## src/rtl/mips_pkg.sv

```systemverilog
// Shared definitions for the MIPS lab register-file write path.
package mips_pkg;

  parameter int unsigned REGS_NUM   = 32;
  parameter int unsigned REGS_WIDTH = 32;
  parameter int unsigned REG_ADDR_W = $clog2(REGS_NUM);

  parameter logic [REG_ADDR_W-1:0] REG_ZERO = '0;

  // One pending writeback: destination register and the value to write.
  typedef struct packed {
    logic [REG_ADDR_W-1:0] addr;
    logic [REGS_WIDTH-1:0] data;
  } wb_entry_t;

endpackage

```

## src/rtl/wb_fifo.sv

```systemverilog
// Small synchronous FIFO of writeback entries.
// Pointers carry one extra MSB so full and empty are told apart by its toggle.
module wb_fifo
  import mips_pkg::*;
#(
  parameter int unsigned DEPTH = 4
) (
  input  logic      clk,
  input  logic      rst,
  input  logic      push,
  input  wb_entry_t push_entry,
  input  logic      pop,
  output wb_entry_t head,
  output logic      full,
  output logic      empty
);

  localparam int unsigned AW = $clog2(DEPTH);
  localparam int unsigned PW = AW + 1;

  logic [PW-1:0] wr_ptr_q, wr_ptr_d;
  logic [PW-1:0] rd_ptr_q, rd_ptr_d;
  wb_entry_t     mem_q [DEPTH];

  // Flag decode from registered pointers only.
  always_comb begin
    empty = (wr_ptr_q == rd_ptr_q);
    full  = (wr_ptr_q[PW-1] != rd_ptr_q[PW-1]) && (wr_ptr_q[AW-1:0] == rd_ptr_q[AW-1:0]);
    head  = mem_q[rd_ptr_q[AW-1:0]];
  end

  // Pointer advance; a push while full is legal only alongside a pop.
  always_comb begin
    wr_ptr_d = wr_ptr_q;
    rd_ptr_d = rd_ptr_q;
    if (push) wr_ptr_d = wr_ptr_q + PW'(1);
    if (pop)  rd_ptr_d = rd_ptr_q + PW'(1);
  end

  // Pointer registers with synchronous reset.
  always_ff @(posedge clk) begin
    if (rst) begin
      wr_ptr_q <= '0;
      rd_ptr_q <= '0;
    end else begin
      wr_ptr_q <= wr_ptr_d;
      rd_ptr_q <= rd_ptr_d;
    end
  end

  // Storage write; contents need no reset since the pointers gate visibility.
  always_ff @(posedge clk) begin
    if (push) mem_q[wr_ptr_q[AW-1:0]] <= push_entry;
  end

endmodule

```

## src/rtl/regfile_wb_writer.sv

```systemverilog
// Regfile write-port initiator: merges load and ALU writebacks, buffers ALU
// results that lose arbitration, and tracks per-register pending writes.
module regfile_wb_writer
  import mips_pkg::*;
#(
  parameter int unsigned ALU_FIFO_DEPTH = 4
) (
  input  logic                  clk,
  input  logic                  rst,
  input  logic                  alu_valid,
  output logic                  alu_ready,
  input  logic [REG_ADDR_W-1:0] alu_waddr,
  input  logic [REGS_WIDTH-1:0] alu_wdata,
  input  logic                  mem_valid,
  input  logic [REG_ADDR_W-1:0] mem_waddr,
  input  logic [REGS_WIDTH-1:0] mem_wdata,
  input  logic                  issue_valid,
  input  logic [REG_ADDR_W-1:0] issue_waddr,
  output logic [REGS_NUM-1:0]   busy,
  output logic                  waw_err,
  output logic                  fifo_empty,
  output logic                  we,
  output logic [REG_ADDR_W-1:0] waddr,
  output logic [REGS_WIDTH-1:0] wdata
);

  logic      fifo_full;
  logic      fifo_push;
  logic      fifo_pop;
  logic      alu_acc;
  wb_entry_t fifo_head;
  wb_entry_t alu_entry;
  wb_entry_t sel_entry;
  logic      sel_valid;

  logic                  we_q;
  logic [REG_ADDR_W-1:0] waddr_q;
  logic [REGS_WIDTH-1:0] wdata_q;
  logic [REGS_NUM-1:0]   busy_q, busy_d;
  logic                  waw_q, waw_d;

  assign alu_entry = '{addr: alu_waddr, data: alu_wdata};

  wb_fifo #(
    .DEPTH (ALU_FIFO_DEPTH)
  ) u_alu_fifo (
    .clk        (clk),
    .rst        (rst),
    .push       (fifo_push),
    .push_entry (alu_entry),
    .pop        (fifo_pop),
    .head       (fifo_head),
    .full       (fifo_full),
    .empty      (fifo_empty)
  );

  // Priority arbitration: load, then FIFO head, then ALU bypass.
  always_comb begin
    alu_ready = !fifo_full;
    alu_acc   = alu_valid && alu_ready;
    fifo_push = 1'b0;
    fifo_pop  = 1'b0;
    sel_valid = 1'b0;
    sel_entry = '0;
    if (mem_valid) begin
      sel_valid = 1'b1;
      sel_entry = '{addr: mem_waddr, data: mem_wdata};
      fifo_push = alu_acc;
    end else if (!fifo_empty) begin
      sel_valid = 1'b1;
      sel_entry = fifo_head;
      fifo_pop  = 1'b1;
      fifo_push = alu_acc;
    end else if (alu_valid) begin
      // FIFO is empty here, so the ALU result is always accepted.
      sel_valid = 1'b1;
      sel_entry = alu_entry;
    end
  end

  // Scoreboard next state: commit clears, issue sets, set wins on a tie.
  always_comb begin
    busy_d = busy_q;
    waw_d  = waw_q;
    if (we_q) busy_d[waddr_q] = 1'b0;
    if (issue_valid) begin
      if (busy_q[issue_waddr]) waw_d = 1'b1;
      if (issue_waddr != REG_ZERO) busy_d[issue_waddr] = 1'b1;
    end
    busy_d[0] = 1'b0;
  end

  // Output register and scoreboard state; r0 writes consume a slot without we.
  always_ff @(posedge clk) begin
    if (rst) begin
      we_q    <= 1'b0;
      waddr_q <= '0;
      wdata_q <= '0;
      busy_q  <= '0;
      waw_q   <= 1'b0;
    end else begin
      we_q   <= sel_valid && (sel_entry.addr != REG_ZERO);
      busy_q <= busy_d;
      waw_q  <= waw_d;
      if (sel_valid) begin
        waddr_q <= sel_entry.addr;
        wdata_q <= sel_entry.data;
      end
    end
  end

  assign we      = we_q;
  assign waddr   = waddr_q;
  assign wdata   = wdata_q;
  assign busy    = busy_q;
  assign waw_err = waw_q;

endmodule

```

## config.mk

```make
export PLATFORM = sky130hd
export DESIGN_NAME = regfile_wb_writer
export DESIGN_NICKNAME = d
export VERILOG_FILES = /design/src/rtl/mips_pkg.sv /design/src/rtl/wb_fifo.sv /design/src/rtl/regfile_wb_writer.sv
export SDC_FILE = /design/constraint.sdc
export NUM_CORES = 1
export LEC_CHECK = 0
export BUFFER_PORTS_ARGS = -buffer_cell sky130_fd_sc_hd__buf_2
export CAP_MARGIN = 20
export CELL_PAD_IN_SITES_DETAIL_PLACEMENT = 1
export CELL_PAD_IN_SITES_GLOBAL_PLACEMENT = 2
export CORE_UTILIZATION = 33
export DETAILED_ROUTE_END_ITERATION = 10
export PLACE_DENSITY_LB_ADDON = 0.1
export SLEW_MARGIN = 10
export SYNTH_ARGS = -nofsm -noshare
export SYNTH_HDL_FRONTEND = slang
export SYNTH_SLANG_ARGS = --single-unit
```

## constraint.sdc

```tcl
create_clock -name clk -period 2.95 [get_ports clk]
set_input_delay 0.295 -clock clk [delete_from_list [all_inputs] [get_ports clk]]
set_output_delay 0.295 -clock clk [all_outputs]
set_load 0.05 [all_outputs]
```

==> out/metrics.yaml, run 1 <==
multi_input_area_mm2: 0.00286
met3_length_um: 919
dp_slack_ns: 0.491
drc_errors: 0
synth_nets: 766
clockBufferDepth: 3
dr.pass1.iters: 4
io_pins: 157
grt_usage: 0.182
fin_setup_tns_ns: 0
area_growth_pct: 26.0
start_util: 0.339
grt_setup_unrepaired: "false"
clock_sinks: 226
via_count: 6312
grt_max_degree: 41
powerDensity_mw_per_mm2: 846
fin_crit_sh: 0.876
grt_pass1_vias: 6822
ys_types: 43
cts_resized: 0
hp-class: "input pin to flip-flop"
worst_slack_ns: 0.366
wl_mm: 25.8
synth-main-ff-cell: "edfxtp_1"
hold_ws_ns: 0.0178
insertion_delay_ns: 0.54
run_status: "completed"
num_rows: 60
maxSlewViolCount: 0
cts_tree: "done"
fill_cells: 2908
drive_gt1_frac: 0.324
fp.dieArea_mm2: 0.0286
power_leakage_nw: 4.36
tightest_slew_ns: 0.953
async_reset_ff_frac: 0
worst-path-max-fanout: 11
synth_area_mm2: 0.00921
first_iter_violations: 285
yosys.area_share.adder: 0.00679
yosysWarnings: 0
die_w_um: 169
cts_buffers: 26
wl_per_cell_um: 20.5
diodes: 0
wl_met2_mm: 12.5
cp-end-kind: "primary output"
ant_nets: 0
setup_viol: 0
synth_compound_area_frac: 0.104
max_freq_mhz: 387
port-buffer-count: 155
maxCapViolations: 0
die_y_um: 169
routabilityCongestion: 0.773
skew_ns: 0.0118
worstSetupStartpointType: "flip-flop"
synth-simple-area-share: 0.0787
min_period_ns: 2.58
synth_xor_xnor_area_share: 0.00761
post_drt_via_cell_ratio: 5.03
core_area_mm2: 0.0272
grt_overflow_total: 0
max_slew_margin: 0.365
wl_met1_mm: 11.9
crit_arrival_ns: 2.29
top_layer: "met4"
synth_top_family_by_area: "multiplexers"
nets: 952
ir_drop_v: 0.000465
synthMuxAreaShare: 0.112
critical_path_class: "flip-flop to primary output"
hold_viol: 0
ys_seq_elements: 226
grt_pass1_wl_mm: 39.7
detailed_place_hpwl_mm: 16.8
ys_seq_area_frac: 0.652
root_buffer: "clkbuf_16"
postSynthAreaPerCell_um2: 13.6
antenna_found_initial: 0
critPathRequiredTime_ns: 2.65
clk_pin_slew_ns: 0.06
synth_edf_count: 148
cts.htree.levels: 1
ff_latch_area_mm2: 0.00601
postSynthCellCount: 677
==> final cells by class <==
class	count	area share
flip-flops and latches	226	0.518
multi-input cells	370	0.246
repair buffers	202	0.110
clock buffers	29	0.0579
well taps	372	0.0401
clock inverters	19	0.0159
inverters	37	0.0120
==> worst max-delay path, stage by stage (launching register included) <==
cell,delay [ns]
dfxtp_1,0.45
xor2_1,0.62
or3_1,0.35
inv_1,0.10
buf_2,0.23
==> logic make-up (layout without fill, tap and decap cells) <==
logic type	Yosys count	in the layout
other	1	1
adder cells (fa/ha/maj)	5	5
AO/OA/AOI/OAI	153	153
AND/OR/NAND/NOR	155	155
multiplexers	48	48
buffers and inverters	81	287
XOR/XNOR	8	8
flip-flops	226	226
==> path summary, 6_finish.rpt <==
path                               start                 endpoint  slack (ns)  cells after the start
hold reg to reg                  waw_err                  waw_err        0.47                      2
setup reg to reg  u_alu_fifo.wr_ptr_q[0]                 wdata[9]        0.51                      7
hold / removal             alu_wdata[17]  u_alu_fifo.mem_q[0][17]        0.02                      1
setup / recovery  u_alu_fifo.wr_ptr_q[0]               fifo_empty        0.37                      4
==> report_power, final <==
group / switching, mW / internal (mW)
logic: 1.63 / 0.904
registers: 0.279 / 3.79
clock network: 1.31 / 1.90
==> sequential cells by signal (all words and copies together), names as in the netlist, named ones only <==
name	flops
u_alu_fifo.mem_q	148
wdata	32
busy	31
waddr	5
u_alu_fifo.rd_ptr_q	3
u_alu_fifo.wr_ptr_q	3
waw_err	1
we	1
==> through the flow <==
step           total power [mW]  instances  instance area, um^2   util
3_3_place_gp               6.64       1178                10500  0.385
6_report                   9.82       1255                11600  0.427
4_1_cts                    9.97       1255                11600  0.427
2_1_floorplan              5.86        677                 9210      -
3_5_place_dp               6.69       1178                10500  0.385
5_1_grt                    10.3       1255                11600  0.427
==> placed cells by master, fill, tap and decap left out, types with 29 or more instances in the layout <==
master,instances
a21oi_1,69
buf_2,155
dfxtp_1,76
dlygate4sd3_1,29
edfxtp_1,148
inv_1,37
mux4_2,44
nand2_1,47
nor2_1,62
o21ai_0,32
o221ai_1,32
==> what timing repair did <==
action                                 in CTS  in global routing
endpoints found under the hold margin     114                  0
hold buffers                               29                  0
setup buffers                               0                  0
setup endpoints to repair                   0                  0
==> synthesized netlist by cell type (all sizes together), types with 5 or more instances <==
cell	number	area (um^2)
a21oi	69	345
dfxtp	78	1560
edfxtp	148	4440
nand2	48	180
buf	19	121
nand3b	5	37.5
o221ai	32	280
inv	37	139
nor2	75	314
o21ai	32	160
and3	7	43.8
ha	5	62.6
mux4	44	991
clkbuf	25	93.8
==> metal layers <==
metal | track usage | vias to the layer above
li1 | - | 2917
met1 | 0.246 | 3225
met2 | 0.306 | 140
met3 | 0.0288 | 30
met4 | 0.0435 | 0
met5 | 0 | -
No activity file was read; power rests on OpenSTA's default activity.
==> inputs of run 2 (changes only) <==
- RECOVER_POWER: default -> 50
==> out/metrics.yaml, run 2 (synthesis results as in run 1) <==
grt_setup_unrepaired: "false"
powerDensity_mw_per_mm2: 852
die_y_um: 169
cts_resized: 0
hold_ws_ns: 0.0875
critPathSlowestCell: "xor2_1"
worstReg2RegEnd: "wdata[9]"
hold_viol: 0
hold_path_depth: 3
clk_pin_slew_ns: 0.06
drc_errors: 0
ir_drop_v: 0.000465
layout_commonest_cell: "edfxtp_1"
reg2regPathDepth: 7
grt_overflow_total: 0
io_pins: 157
run_status: "completed"
regToRegSetupSlack_ns: 0.51
wl_mm: 25.7
fin_setup_tns_ns: 0
critPathRequiredTime_ns: 2.65
nets: 952
grt_max_degree: 41
dr.pass1.iters: 4
wl_per_cell_um: 20.5
crit_arrival_ns: 2.29
num_rows: 60
clock_sinks: 226
port-buffer-count: 155
setup_viol: 0
fin_cells: 1255
start_util: 0.339
min_period_ns: 2.58
largest_reg_flops: 148
cts_buffers: 26
worst_slack_ns: 0.367
die_w_um: 169
max_slew_margin: 0.367
power_leakage_nw: 4.04
ant_nets: 0
grt_usage: 0.182
cp_slowest_stage_delay_ns: 0.62
r2r-start: "u_alu_fifo.wr_ptr_q[0]"
drive_gt1_frac: 0.220
clockBufferDepth: 3
core_area_mm2: 0.0272
routabilityCongestion: 0.773
finalPower_mw: 9.78
max_freq_mhz: 387
fin_crit_sh: 0.876
root_buffer: "clkbuf_16"
worstSetupStartpointType: "flip-flop"
maxSlewViolCount: 0
hold_end: "waw_err"
skew_ns: 0.0119
via_count: 6323
detailed_place_hpwl_mm: 16.8
post_drt_via_cell_ratio: 5.04
hp-start: "issue_valid"
grt_pass1_vias: 6822
grt_pass1_wl_mm: 39.7
diodes: 0
insertion_delay_ns: 0.54
cts_tree: "done"
final_cell_mix: "edfxtp_1, clkbuf_1, dfxtp_1, a21oi_1, buf_2"
placed_cells: 1178
finalCoreUtilization: 0.423
crit_chain: "xor2_1, or3_1, inv_1, buf_2"
tightest_slew_ns: 0.950
first_iter_violations: 293
fp.dieArea_mm2: 0.0286
worst-path-max-fanout: 11
finalInstanceArea_mm2: 0.0115
placed_cell_area_mm2: 0.0105
area_growth_pct: 24.8
dp_slack_ns: 0.491
critical_path_class: "flip-flop to primary output"
antenna_found_initial: 0
maxCapViolations: 0
cp-end-kind: "primary output"
hp-class: "input pin to flip-flop"
cts.htree.levels: 1
run 2: area by class of cell:
class / count / area (um^2)
well taps: 372 / 465
inverters: 37 / 139
clock buffers: 29 / 672
flip-flops and latches: 226 / 6010
fillers: 2928 / 15700
repair buffers: 202 / 1160
clock inverters: 19 / 184
multi-input cells: 370 / 2860
run 2: how the worst max path moves through the flow:
stage                              to                    from
2_1_floorplan  u_alu_fifo.mem_q[3][0]  u_alu_fifo.wr_ptr_q[0]
3_3_place_gp                 wdata[0]  u_alu_fifo.wr_ptr_q[0]
3_5_place_dp                wdata[27]  u_alu_fifo.wr_ptr_q[0]
4_1_cts                    fifo_empty  u_alu_fifo.wr_ptr_q[0]
5_1_grt                    fifo_empty  u_alu_fifo.wr_ptr_q[0]
6_report                   fifo_empty  u_alu_fifo.wr_ptr_q[0]
run 2: repair_timing:
action / 4_1_cts / 5_1_grt
buffers inserted: 0 / 0
hold buffers: 29 / 0
endpoints found under the hold margin: 114 / 0
run 2: critical path: cells and delay by family, from the launching register on:
family        cells  cell delay, ns
simple gates      1            0.35
flops             1            0.45
xor+xnor          1            0.62
buf+inv           2            0.33
run 2: metal layers:
layer	share of wire	vias up	track usage	wire (um)
met5	0	-	0	0
met4	0.019	0	0.0435	479
met3	0.040	32	0.0288	1030
met2	0.48	145	0.306	12400
met1	0.46	3228	0.246	11800
li1	-	2918	-	-
run 2: power by group:
group | switching [mW] | total [mW] | leakage [nW] | internal, mW
logic | 1.63 | 2.50 | 1.63 | 0.867
clock network | 1.31 | 3.21 | 0.417 | 1.90
registers | 0.281 | 4.08 | 1.99 | 3.79
==> inputs of run 3 (changes only) <==
- MAX_ROUTING_LAYER: default -> met4
- SYNTH_HIERARCHICAL: default -> 1
==> out/metrics.yaml, run 3 <==
run_status: "completed"
postSynthCellCount: 669
skew_ns: 0.0130
io_pins: 157
finalCoreUtilization: 0.412
cp-end-kind: "flip-flop"
die_y_um: 170
max_freq_mhz: 424
crit_path_start: "u_alu_fifo/wr_ptr_q[0]"
grt_setup_unrepaired: "false"
critical_path_class: "flip-flop to flip-flop"
clock_sinks: 226
max_slew_margin: 0.420
routabilityCongestion: 0.763
largest_reg_flops: 148
synth-simple-area-share: 0.0851
antenna_found_initial: 2
wl_mm: 26.0
worst_slack_ns: 0.593
synth_top_area_share: 0.477
cts_buffers: 26
synth_most_common_cell: "edfxtp_1"
final_cell_mix: "edfxtp_1, clkbuf_1, nor2_1, dfxtp_1, buf_2"
root_buffer: "clkbuf_16"
drc_errors: 0
fin_crit_sh: 0.799
port-buffer-count: 155
layout_commonest_cell: "edfxtp_1"
setup_viol: 0
yosys-top-cells-count: "edfxtp_1, dfxtp_1, nor2_1, a21oi_1, nand2_1"
synth_compound_area_frac: 0.110
synth-main-ff-cell: "edfxtp_1"
nets: 929
hp-start: "mem_wdata[20]"
ir_drop_v: 0.000362
grt_max_degree: 38
cts_tree: "done"
dp_slack_ns: 0.549
die_w_um: 170
yosysWarnings: 6
cts.htree.levels: 1
critPathRequiredTime_ns: 3.34
grt_pass1_vias: 6867
wl_per_cell_um: 21.0
postSynthAreaPerCell_um2: 13.9
area_growth_pct: 22.8
maxCapViolations: 0
start_util: 0.335
fin_setup_tns_ns: 0
core_area_mm2: 0.0278
worstSetupStartpointType: "flip-flop"
num_rows: 61
synth_nets: 758
placed_cell_area_mm2: 0.0104
via_count: 6385
r2r-start: "u_alu_fifo/wr_ptr_q[0]"
finalInstanceArea_mm2: 0.0114
synth_xor_xnor_area_share: 0.00470
hold_ws_ns: 0.0320
min_period_ns: 2.36
grt_pass1_wl_mm: 39.7
clockBufferDepth: 3
synth_top_family_by_area: "multiplexers"
ys_seq_elements: 226
synth_edf_count: 148
detailed_place_hpwl_mm: 16.8
fp.dieArea_mm2: 0.0289
yosys.area_share.adder: 0.00672
ys_seq_area_frac: 0.645
worst-path-max-fanout: 30
powerDensity_mw_per_mm2: 904
async_reset_ff_frac: 0
first_iter_violations: 285
grt_overflow_total: 0
yosys.area.top_type: "edfxtp_1"
grt_usage: 0.186
clk_pin_slew_ns: 0.06
power_leakage_nw: 3.90
dr.pass1.iters: 4
hold_viol: 0
insertion_delay_ns: 0.54
hp-class: "input pin to flip-flop"
post_drt_via_cell_ratio: 5.15
synthMuxAreaShare: 0.112
yosys-top-cells-area: "edfxtp_1, dfxtp_1, mux4_2, nor2_1, a2111oi_0"
synth_area_mm2: 0.00931
ant_nets: 0
tightest_slew_ns: 0.867
maxSlewViolCount: 0
ys_types: 58
crit_arrival_ns: 2.75
drive_gt1_frac: 0.201
run 3: cell types whose count changed after synthesis, sizes merged, moves of 5 or more:
cell     before  now
a2111oi       0   31
o221ai       32    1
o22ai         3   29
and2          1    6
a21oi        69   39
nand2b        0    7
nand2        48   39
mux4         44   38
mux2i         4   12
buf          19   28
inv          37    6
run 3: what timing repair did:
action | CTS | global route
buffers inserted | 0 | 0
hold buffers | 23 | 0
endpoints found under the hold margin | 88 | 0
gates resized for setup | 0 | 0
run 3: final timing paths:
kind	endpoint	slack, ns	depth (start not counted)
hold reg to reg	busy[22]	0.49	2
setup reg to reg	wdata[6]	0.59	7
setup / recovery	wdata[6]	0.59	7
hold / removal	wdata[20]	0.03	3
run 3: routing by layer:
layer	share of wire	global-route usage	wire length (um)	vias up
met5	0	-	0	-
met2	0.50	0.314	12900	143
met3	0.041	0.0291	1060	40
li1	-	-	-	2947
met4	0.017	0.0482	449	0
met1	0.44	0.232	11600	3255
run 3: cell type report:
type	instances	area, um^2
antenna	2	5.00
clock inverter	21	238
fill	3012	16300
timing repair buffer	192	1050
inverter	6	22.5
clock buffer	27	654
tap	378	473
sequential	226	6010
multi-input combinational	388	2990
run 3: power by group:
| group | total [mW] | switching [mW] | internal, mW |
|---|---|---|---|
| sequential | 4.03 | 0.227 | 3.80 |
| combinational | 2.96 | 1.91 | 1.05 |
| clock | 3.35 | 1.30 | 2.05 |
run 3: stage by stage:
step / total power [mW] / instances
floorplan: 6.31 / 669
global placement: 7.09 / 1167
detailed placement: 7.14 / 1167
CTS: 10.5 / 1238
global route: 10.8 / 1240
finish: 10.3 / 1240
run 3: cell families after synthesis:
| family | Yosys count |
|---|---|
| muxes | 54 |
| buffers and inverters | 55 |
| DFF | 226 |
| and+or+nand+nor | 168 |
| adders and majority gates | 5 |
| xor gates and xnor gates | 5 |
| other | 1 |
| AOI/OAI and AO/OA | 155 |
run 3: critical path, stage by stage (launching register included):
cell       delay [ns]
dfxtp_1          0.43
xor2_1           0.32
nor3b_4          0.09
buf_4            0.25
nand2_1          0.11
buf_4            0.35
o22ai_1          0.17
a2111oi_0        0.45
